**config.mk**
```make
export PLATFORM = sky130hd
export DESIGN_NAME = arb_mux
export DESIGN_NICKNAME = d
export VERILOG_FILES = /design/src/rtl/arb_mux_pkg.sv /design/src/rtl/arb_mux_arbiter.sv /design/src/rtl/arb_mux.sv
export SDC_FILE = /design/constraint.sdc
export NUM_CORES = 1
export LEC_CHECK = 0
export ABC_AREA = 1
export CAP_MARGIN = 20
export CORE_AREA = 2 2 88 99
export DETAILED_ROUTE_END_ITERATION = 12
export DIE_AREA = 0 0 90 101
export PLACE_DENSITY = 0.75
export SETUP_SLACK_MARGIN = 0.2
export SLEW_MARGIN = 20
export SYNTH_ARGS = -nofsm -noshare
export SYNTH_HDL_FRONTEND = slang
export SYNTH_SLANG_ARGS = --single-unit
```
**constraint.sdc**
```tcl
create_clock -name clk -period 0.9 [get_ports clk]
set_input_delay 0.135 -clock clk [delete_from_list [all_inputs] [get_ports clk]]
set_output_delay 0.135 -clock clk [all_outputs]
set_load 0.01 [all_outputs]
```
**src/rtl/arb_mux_pkg.sv**
```systemverilog
// Shared defaults and the source-index width helper for the arb_mux N:1 arbitrated mux.

package arb_mux_pkg;

   localparam int ARB_MUX_WIDTH  = 32;
   localparam int ARB_MUX_NUM_IN = 4;

   // Bits needed to index n channels, never less than one.
   function automatic int idx_width(input int n);
      int w;
      w = 1;
      while ((32'sd1 << w) < n) begin
         w = w + 1;
      end
      return w;
   endfunction

endpackage

```
**src/rtl/arb_mux_arbiter.sv**
```systemverilog
// Request arbiter for arb_mux: one-hot grant plus its index.
// ARB_MUX_RR_EN selects round-robin with a pointer register; otherwise fixed lowest-index priority.

module arb_mux_arbiter
   import arb_mux_pkg::*;
#(
   parameter int NUM_IN = ARB_MUX_NUM_IN,
   parameter int SRC_W  = idx_width(ARB_MUX_NUM_IN)
) (
   input  logic              clk,
   input  logic              rst_n,
   input  logic [NUM_IN-1:0] req_i,
   input  logic              advance_i,
   output logic [NUM_IN-1:0] grant_o,
   output logic [SRC_W-1:0]  grant_idx_o
);

   logic [NUM_IN-1:0] grant_s;
   logic [SRC_W-1:0]  grant_idx_s;

`ifdef ARB_MUX_RR_EN

   logic [SRC_W-1:0] ptr_q;
   logic [SRC_W-1:0] ptr_d;

   // Pointer register: points at the channel with highest priority next cycle.
   always_ff @(posedge clk or negedge rst_n) begin
      if (!rst_n) begin
         ptr_q <= '0;
      end else begin
         ptr_q <= ptr_d;
      end
   end

   // Pointer moves just past the granted channel, only when a transfer happens.
   always_comb begin
      ptr_d = ptr_q;
      if (advance_i) begin
         if (grant_idx_s == SRC_W'(NUM_IN - 1)) begin
            ptr_d = '0;
         end else begin
            ptr_d = grant_idx_s + SRC_W'(1);
         end
      end else begin
         ptr_d = ptr_q;
      end
   end

   // Search from the pointer upwards, wrapping, and take the first requester.
   always_comb begin : rr_search
      logic found;
      int   pos;
      grant_s     = '0;
      grant_idx_s = '0;
      found       = 1'b0;
      pos         = 0;
      for (int k = 0; k < NUM_IN; k++) begin
         pos = int'(ptr_q) + k;
         if (pos >= NUM_IN) begin
            pos = pos - NUM_IN;
         end else begin
            pos = pos;
         end
         if (!found && req_i[pos]) begin
            found        = 1'b1;
            grant_s[pos] = 1'b1;
            grant_idx_s  = SRC_W'(pos);
         end else begin
            found = found;
         end
      end
   end

`else

   logic unused_s;
   assign unused_s = ^{clk, rst_n, advance_i};

   // Fixed priority: scanning downwards lets the lowest set index win.
   always_comb begin
      grant_s     = '0;
      grant_idx_s = '0;
      for (int i = NUM_IN - 1; i >= 0; i--) begin
         if (req_i[i]) begin
            grant_s     = '0;
            grant_s[i]  = 1'b1;
            grant_idx_s = SRC_W'(i);
         end else begin
            grant_s = grant_s;
         end
      end
   end

`endif

   assign grant_o     = grant_s;
   assign grant_idx_o = grant_idx_s;

endmodule

```
**src/rtl/arb_mux.sv**
```systemverilog
// N:1 arbitrated mux with a single-entry output register (valid/ready on every port).
// Arbitration mode is chosen by the ARB_MUX_RR_EN macro (round-robin when defined, fixed priority otherwise).

module arb_mux
   import arb_mux_pkg::*;
#(
   parameter int WIDTH  = ARB_MUX_WIDTH,
   parameter int NUM_IN = ARB_MUX_NUM_IN,
   parameter int SRC_W  = idx_width(ARB_MUX_NUM_IN)
) (
   input  logic                    clk,
   input  logic                    rst_n,
   input  logic [NUM_IN-1:0]       in_valid,
   input  logic [NUM_IN*WIDTH-1:0] in_data,
   output logic [NUM_IN-1:0]       in_ready,
   output logic                    out_valid,
   output logic [WIDTH-1:0]        out_data,
   output logic [SRC_W-1:0]        out_src,
   input  logic                    out_ready
);

   logic              out_valid_q, out_valid_d;
   logic [WIDTH-1:0]  out_data_q,  out_data_d;
   logic [SRC_W-1:0]  out_src_q,   out_src_d;

   logic              can_accept_s;
   logic              xfer_s;
   logic [NUM_IN-1:0] grant_s;
   logic [SRC_W-1:0]  grant_idx_s;
   logic [WIDTH-1:0]  sel_data_s;

   assign can_accept_s = !out_valid_q || out_ready;
   assign xfer_s       = can_accept_s && (|in_valid);

   arb_mux_arbiter #(
      .NUM_IN (NUM_IN),
      .SRC_W  (SRC_W)
   ) u_arbiter (
      .clk         (clk),
      .rst_n       (rst_n),
      .req_i       (in_valid),
      .advance_i   (xfer_s),
      .grant_o     (grant_s),
      .grant_idx_o (grant_idx_s)
   );

   // rst_n gates the grant so in_ready is zero during reset without waiting for a clock.
   always_comb begin
      if (rst_n && can_accept_s) begin
         in_ready = grant_s;
      end else begin
         in_ready = '0;
      end
   end

   // One-hot grant selects the word; independent of the grant index encoding.
   always_comb begin
      sel_data_s = '0;
      for (int i = 0; i < NUM_IN; i++) begin
         if (grant_s[i]) begin
            sel_data_s = sel_data_s | in_data[i*WIDTH +: WIDTH];
         end else begin
            sel_data_s = sel_data_s;
         end
      end
   end

   // Output register next state: fill (possibly while draining), drain, or hold.
   always_comb begin
      out_valid_d = out_valid_q;
      out_data_d  = out_data_q;
      out_src_d   = out_src_q;
      if (xfer_s) begin
         out_valid_d = 1'b1;
         out_data_d  = sel_data_s;
         out_src_d   = grant_idx_s;
      end else if (out_ready) begin
         out_valid_d = 1'b0;
      end else begin
         out_valid_d = out_valid_q;
      end
   end

   // Output register state.
   always_ff @(posedge clk or negedge rst_n) begin
      if (!rst_n) begin
         out_valid_q <= 1'b0;
         out_data_q  <= '0;
         out_src_q   <= '0;
      end else begin
         out_valid_q <= out_valid_d;
         out_data_q  <= out_data_d;
         out_src_q   <= out_src_d;
      end
   end

   assign out_valid = out_valid_q;
   assign out_data  = out_data_q;
   assign out_src   = out_src_q;

endmodule

```
### After elaboration in Yosys (flattened, before gate mapping)

Cells that the tools add are included.

| storage, ports and cells | value |
|---|---|
| flip-flop bits (word level) | 35 |
| input bits | 135 |
| output and inout bits | 39 |
| word-level logic and storage cells | 27 |

| operators by class | value |
|---|---|
| mux-type cells | 15 |
| bitwise gates (word level) | 3 |
| reduce and logical (&&, ||, !) cells | 6 |

Operator list:

| cell | count |
|---|---|
| $mux 32 | 4 |
| $or 32x32->32 | 3 |
| $mux 4 | 5 |
| $mux 2 | 4 |
| $reduce_or 4->1 | 1 |
| $logic_and 1x1->1 | 2 |
| $mux 1 | 2 |
| $reduce_bool 2->1 | 1 |
| $logic_not 1->1 | 1 |
| $logic_or 1x1->1 | 1 |

### Longest topological paths before layout

Gate-level depths: netlist of the first run.

| depth | value |
|---|---|
| depth in word-level cells | 11 |
| gate-level depth with buffers | 9 |
| gate-level depth less buffers | 7 |

### Modules after synthesis

From an unflattened synthesis of the first run, not the netlist that was laid out.

| second synthesis, totals | value |
|---|---|
| cells, all modules | 478 |
| area total of the unflattened synthesis | 2712.6 µm² |

Modules (own cells, without submodules):

| module | times used | cells an instance | area an instance (µm²) | seq. area each (µm²) |
|---|---|---|---|---|
| arb_mux | 1 | 465 | 2651.3 | 875.8 |
| arb_mux_arbiter | 1 | 13 | 61.3 | 0.0 |

### Least setup slack after synthesis of the first run

OpenSTA, ideal clock, no wires.

| timing path | value |
|---|---|
| path kind | register -> output |
| start | register out_valid_q (netlist: out_valid) |
| end | output in_ready[3] |
| arrival | 1052 ps |
| required time | 765 ps |
| slack | -287 ps |
| cell stages (with the launch flop) | 4 |
| path buffers | 0 |
| cell sequence | dfrtp_1 nand2_1 nand2_1 nor4_1 |

| between the ends | value |
|---|---|
| cells in the longest elaborated chain, start to end | 4 |

Ends and longest elaborated chain:

| what | line | source |
|---|---|---|
| start: declaration | arb_mux.sv:22 | `logic out_valid_q, out_valid_d;` |
| start signal: assignment | arb_mux.sv:91 | `out_valid_q <= out_valid_d;` |
| $logic_not 1->1 | arb_mux.sv:32 | `assign can_accept_s = !out_valid_q \|\| out_ready;` |
| $logic_or 1x1->1 | arb_mux.sv:32 |  |
| $logic_and 1x1->1 | arb_mux.sv:49 | `if (rst_n && can_accept_s) begin` |
| $mux 4 | arb_mux.sv:49 |  |
| end: declaration | arb_mux.sv:15 | `output logic [NUM_IN-1:0] in_ready,` |

Every way passes these cells.

### Worst setup path in the final report of the first run

| timing path | value |
|---|---|
| start | register out_valid_q (netlist: out_valid) |
| end | output in_ready[1] |

The elaborated chain is that of the path after synthesis.

==> results of run 1 <==
[layer usage]
metal,vias to the layer above,track usage (%)
met3,12,5.24
met2,134,43.6
li1,1694,-
met5,-,0
met1,1570,24.6
met4,0,6.86
[cells in the final DEF (no fill, tap or decap), drive strengths merged]
cell           count
o21ai              3
buf               87
nand3            128
nor3               1
nor2               4
nor4               1
nand2            166
inv               38
dfrtp             35
dlygate4sd2        4
clkbuf             7
clkdlybuf4s50    129
clkinv             1
a21oi              2
bufbuf             1
[cell families (layout without fill, tap and decap cells)]
| kind of cell | after synthesis | in the layout | share of synthesized area, % |
|---|---|---|---|
| AND/OR/NAND/NOR | 300 | 300 | 51.4 |
| AO/OA/AOI/OAI | 5 | 5 | 1.44 |
| buffers and inverters | 69 | 267 | 12.5 |
| flip-flops | 35 | 35 | 34.7 |
[worst reg2reg max path, cell delays in order, from the launching register on]
cell and delay [ns]:
dfrtp_1 0.37, nand2_2 0.08, buf_4 0.16, o21ai_4 0.08, inv_4 0.07, bufbuf_16 0.28, nand2_1 0.05, nand2_1 0.05
[per-stage QoR]
step                      hold slack, ns  utilization [%]  TNS [ns]  cell area [sq um]
after detailed placement           0.266             55.8    -38.97               4540
final                            -0.0505             59.0    -13.33               4800
after CTS                        -0.0383             57.8    -13.43               4710
after global placement             0.258             55.8    -37.55               4540
after floorplan                   -0.161                -     -5.55               2600
after global routing             -0.0131             59.0    -16.95               4800
[registers in the layout, indices dropped and copies added (netlist names)]
name	count
out_data	32
out_src	2
out_valid	1
[power by group]
group	internal, W	leakage (nW)	total (W)	switching [W]
registers	0.00181	0.433	0.00195	0.000141
logic	0.00141	1.94	0.00244	0.00102
clock network	0.000601	0.0470	0.00114	0.000542
[worst min-delay path by stage]
stage                               to  slack (ns)   from
after floorplan            out_data[0]       -0.16  rst_n
after global placement       out_valid        0.26  rst_n
after detailed placement     out_valid        0.27  rst_n
after CTS                    out_valid       -0.04  rst_n
after global routing         out_valid       -0.01  rst_n
final                     out_data[12]       -0.05  rst_n
[what timing repair did]
| item | CTS | global route |
|---|---|---|
| setup buffers | 12 | 7 |
| endpoints found under the setup margin | 74 | 74 |
| endpoints found under the hold margin | 35 | 18 |
| pin swaps | 3 | 2 |
| gates resized for setup | 191 | 7 |
| cloned | 1 | 0 |
[layout make-up]
class | instances | area, sq um
clock buffer | 6 | 82.6
sequential | 35 | 876
clock inverter | 1 | 5.00
multi-input combinational | 305 | 1400
timing repair buffer | 222 | 2160
inverter | 38 | 148
tap | 111 | 139
fill | 781 | 3340
==> flow_summary.json, run 1 <==
{
  "status": "finished, violations left",
  "violations": "negative hold slack, negative setup slack",
  "wl_met1_microns": 3750,
  "r2r_slack_ns": -0.34,
  "synth_area_sq_mm": 0.00253,
  "diodes": 0,
  "setup_viol": 73,
  "top_layer_used": "met4",
  "slowest_stage": "dfrtp_1",
  "start_util_pct": 31.0,
  "power_density_mw_per_mm2": 1150,
  "core-area_sq_mm": 0.00815,
  "crit_family": "flip-flops",
  "rsz0062_at_grt": "yes",
  "synth_enable_flop_cells": 0,
  "die_area_sq_mm": 0.00909,
  "end_kind": "output pin",
  "netlist_top_cells_area": "dfrtp_1, nand3_1, nand2_1",
  "cts_max_level": 2,
  "die_h_microns": 101,
  "synth_top_area_share_pct": 34.7,
  "clock_sinks": 35,
  "dr.pass1.iters": 4,
  "cp.arrival_ns": 1.15,
  "ant_nets": 0,
  "post-place-ws_ns": -0.950,
  "area_growth_pct": 90.1,
  "tritoncts": "done",
  "crit_fanout": 3,
  "synth_seq_area_share_pct": 34.7,
  "vias_per_cell": 4.75,
  "synth_nets": 544,
  "wl_per_cell_microns": 14.1,
  "slew_headroom_pct": 68.4,
  "cap_viol_max_count": 0,
  "timing.critical_path.depth": 5,
  "fmax_mhz": 777,
  "peakVddDrop_mv": 0.553,
  "min_path_type": "in -> async",
  "worst_slack_ns": -0.386,
  "yosysWarnings": 0,
  "required_ns": 0.76,
  "place_congestion": 0.893,
  "clock_tree.root_cell": "clkbuf_8",
  "worstMarginPinSlew_ns": 0.474,
  "cpPeakStageDelay_ns": 0.39,
  "route.met3.wl_microns": 701,
  "cts_buffers": 5,
  "synth_area_per_cell_sq_um": 6.18,
  "finalPower_w": 0.00553,
  "async_reset_ff_share_pct": 100,
  "drive_above_1_share_pct": 18.5,
  "critical_path_class": "reg -> out",
  "final_cell_count_no_fill": 718,
  "yosys.area.top_type": "dfrtp_1",
  "dominantRegCellSynth": "dfrtp_1",
  "clk_path_buf_depth": 2,
  "synth-seq-cells": 35,
  "drt-initial-drc-count": 81,
  "synth_commonest_cells": "nand2_1, nand3_1, dfrtp_1",
  "endpoint": "in_ready[1]",
  "reg2regPathDepth": 7,
  "drt_wl_total_microns": 10100,
  "die_width_microns": 90,
  "wl_met2_microns": 5510,
  "crit_start": "out_valid",
  "path_cells": "nand2_2 -> nand2_4 -> buf_12 -> nor2_4 -> buf_6",
  "finalCriticalPeriod_ns": 1.29,
  "path_clk_slew_ns": 0.07,
  "skew_ns": 0.00616,
  "cp.buffers_inverters": 2,
  "holdWs_ns": -0.0505,
  "ioPinCount": 174,
  "grt_pass1_wl_microns": 16400,
  "clkLatencyLatePin_ns": 0.28,
  "dp_hpwl_microns": 7490,
  "leakage_nw": 2.42,
  "grt_max_degree": 65,
  "antenna_found_initial": 0,
  "hold_violations": 35,
  "syn-instance-count": 409,
  "ys_types": 18,
  "start_kind": "register",
  "drc": 0,
  "grt_overflow": 0,
  "nets": 742,
  "crit-reg2reg-launch": "out_valid",
  "placed_cells": 691,
  "vias": 3410,
  "row_count": 35,
  "grt_pass1_vias": 3411,
  "r2r_end": "out_data[14]",
  "port_buffers": 173,
  "drv_slew": 0,
  "fin_crit_sh_pct": 143,
  "synth_most_common_cell": "nand2_1",
  "grt.total_usage_pct": 22.6
}
No activity file was read; power rests on OpenSTA's default activity.
==> run 2: changes to the inputs <==
ABC_CLOCK_PERIOD_IN_PS = 900   (was not set)
REMOVE_ABC_BUFFERS = 1   (was not set)
==> flow_summary.json, run 2 (synthesized netlist as in run 1, its figures left out) <==
{
  "status": "finished, violations left",
  "violations": "negative hold slack, negative setup slack",
  "finalCriticalPeriod_ns": 1.30,
  "peakVddDrop_mv": 0.482,
  "clock_sinks": 35,
  "hold_violations": 35,
  "min_path_type": "in -> async",
  "required_ns": 0.76,
  "final_cell_mix": "nand2_1, clkdlybuf4s50_1, nand3_1",
  "worstMarginPinSlew_ns": 0.449,
  "ant_nets": 0,
  "grt_max_degree": 65,
  "start_util_pct": 31.0,
  "critical_path_class": "reg -> out",
  "port_buffers": 173,
  "dr.pass1.iters": 4,
  "core-area_sq_mm": 0.00815,
  "vias_per_cell": 4.72,
  "die_area_sq_mm": 0.00909,
  "power_density_mw_per_mm2": 1180,
  "cp.arrival_ns": 1.17,
  "fin_crit_sh_pct": 145,
  "worst_slack_ns": -0.403,
  "path_clk_slew_ns": 0.07,
  "rsz0062_at_grt": "yes",
  "start_kind": "register",
  "fin_area_sq_mm": 0.00483,
  "crit_fanout": 4,
  "die_width_microns": 90,
  "fin_tns_setup_ns": -15.48,
  "wl_per_cell_microns": 13.9,
  "drive_above_1_share_pct": 21.4,
  "vias": 3373,
  "clkLatencyLatePin_ns": 0.29,
  "leakage_nw": 2.42,
  "cts_buffers": 5,
  "grt_pass1_vias": 3297,
  "grt.total_usage_pct": 21.9,
  "clock_tree.root_cell": "clkbuf_8",
  "drt_wl_total_microns": 9950,
  "antenna_found_initial": 2,
  "slew_headroom_pct": 70.1,
  "fillers": 782,
  "dp_hpwl_microns": 7030,
  "fmax_mhz": 768,
  "grt_pass1_wl_microns": 16000,
  "skew_ns": 0.00750,
  "row_count": 35,
  "place_congestion": 0.749,
  "seq_area_sq_um": 876,
  "crit-reg2reg-launch": "out_valid",
  "tritoncts": "done",
  "largest_register_ff_count": 32,
  "area_growth_pct": 91.2,
  "multi_input_area_sq_mm": 0.00144,
  "clk_path_buf_depth": 2,
  "drv_slew": 0,
  "final_common_cell": "nand2_1",
  "drt-initial-drc-count": 133,
  "setup_viol": 74,
  "holdWs_ns": -0.0472,
  "grt_overflow": 0,
  "cts_max_level": 2,
  "cap_viol_max_count": 0,
  "crit_start": "out_valid",
  "nets": 737,
  "die_h_microns": 101,
  "drc": 0,
  "dpl_cell_area_sq_mm": 0.00442,
  "ioPinCount": 174,
  "end_kind": "output pin"
}
[run 2: changes by cell type in the layout (fill, tap and decap cells not counted), sizes merged]
cell and delta:
buf -5, clkbuf +2, dlygate4sd2 -2, bufbuf +1, diode +1, dlymetal6s2s +1
inv -1
[run 2: final timing paths]
path                       cells past startpoint  slack, ns            to
max                                            4      -0.40   in_ready[3]
min                                            2      -0.05  out_data[14]
max reg2reg                                    8      -0.38  out_data[29]
min reg2reg                                    2       0.48  out_data[24]
max in group asynchronous                      2       0.62  out_data[28]
min in group clk                               5       0.39    out_src[1]
[run 2: critical path: stages (launching register included)]
cell     delay (ns)
dfrtp_1        0.39
nand2_2        0.10
nand2_2        0.08
nor4_2         0.15
buf_2          0.17
[run 2: through the flow]
stage / util, % / cells / setup WS (ns) / hold slack [ns] / power (W)
finish: 59.3 / 715 / -0.403 / -0.0472 / 0.00570
global route: 59.3 / 715 / -0.457 / -0.0260 / 0.00607
CTS: 56.8 / 704 / -0.392 / -0.0464 / 0.00550
detailed placement: 54.2 / 685 / -0.982 / 0.255 / 0.00414
global placement: 54.2 / 685 / -0.919 / 0.253 / 0.00410
floorplan: - / 378 / -1.24 / -0.161 / 0.00263
[run 2: area by class of cell]
class	instances	share of cell area (%)
multi-input cells	305	29.9
repair buffers	217	44.0
inverters	38	3.00
well taps	111	2.87
flip-flops and latches	35	18.1
clock buffers	8	2.07
diodes	1	0.0518
[run 2: power by group]
| part | leakage, nW | internal, W | switching (W) |
|---|---|---|---|
| sequential | 0.433 | 0.00181 | 0.000149 |
| combinational | 1.93 | 0.00144 | 0.00105 |
| clock | 0.0515 | 0.000699 | 0.000556 |
| total | 2.42 | 0.00394 | 0.00175 |
[run 2: routing by layer]
| layer | GRT usage, % | vias to the layer above | wire [microns] |
|---|---|---|---|
| met5 | 0 | - | 13 |
| met4 | 8.17 | 2 | 211 |
| met3 | 6.13 | 16 | 638 |
| met2 | 40.2 | 128 | 5160 |
| met1 | 24.3 | 1541 | 3920 |
| li1 | - | 1686 | - |
[run 2: repair_timing]
action,in CTS,in global routing
endpoints found under the setup margin,74,74
gates resized for setup,192,40
cloned,3,0
pin swaps,3,8
setup buffers,8,10
hold endpoints to repair,35,35
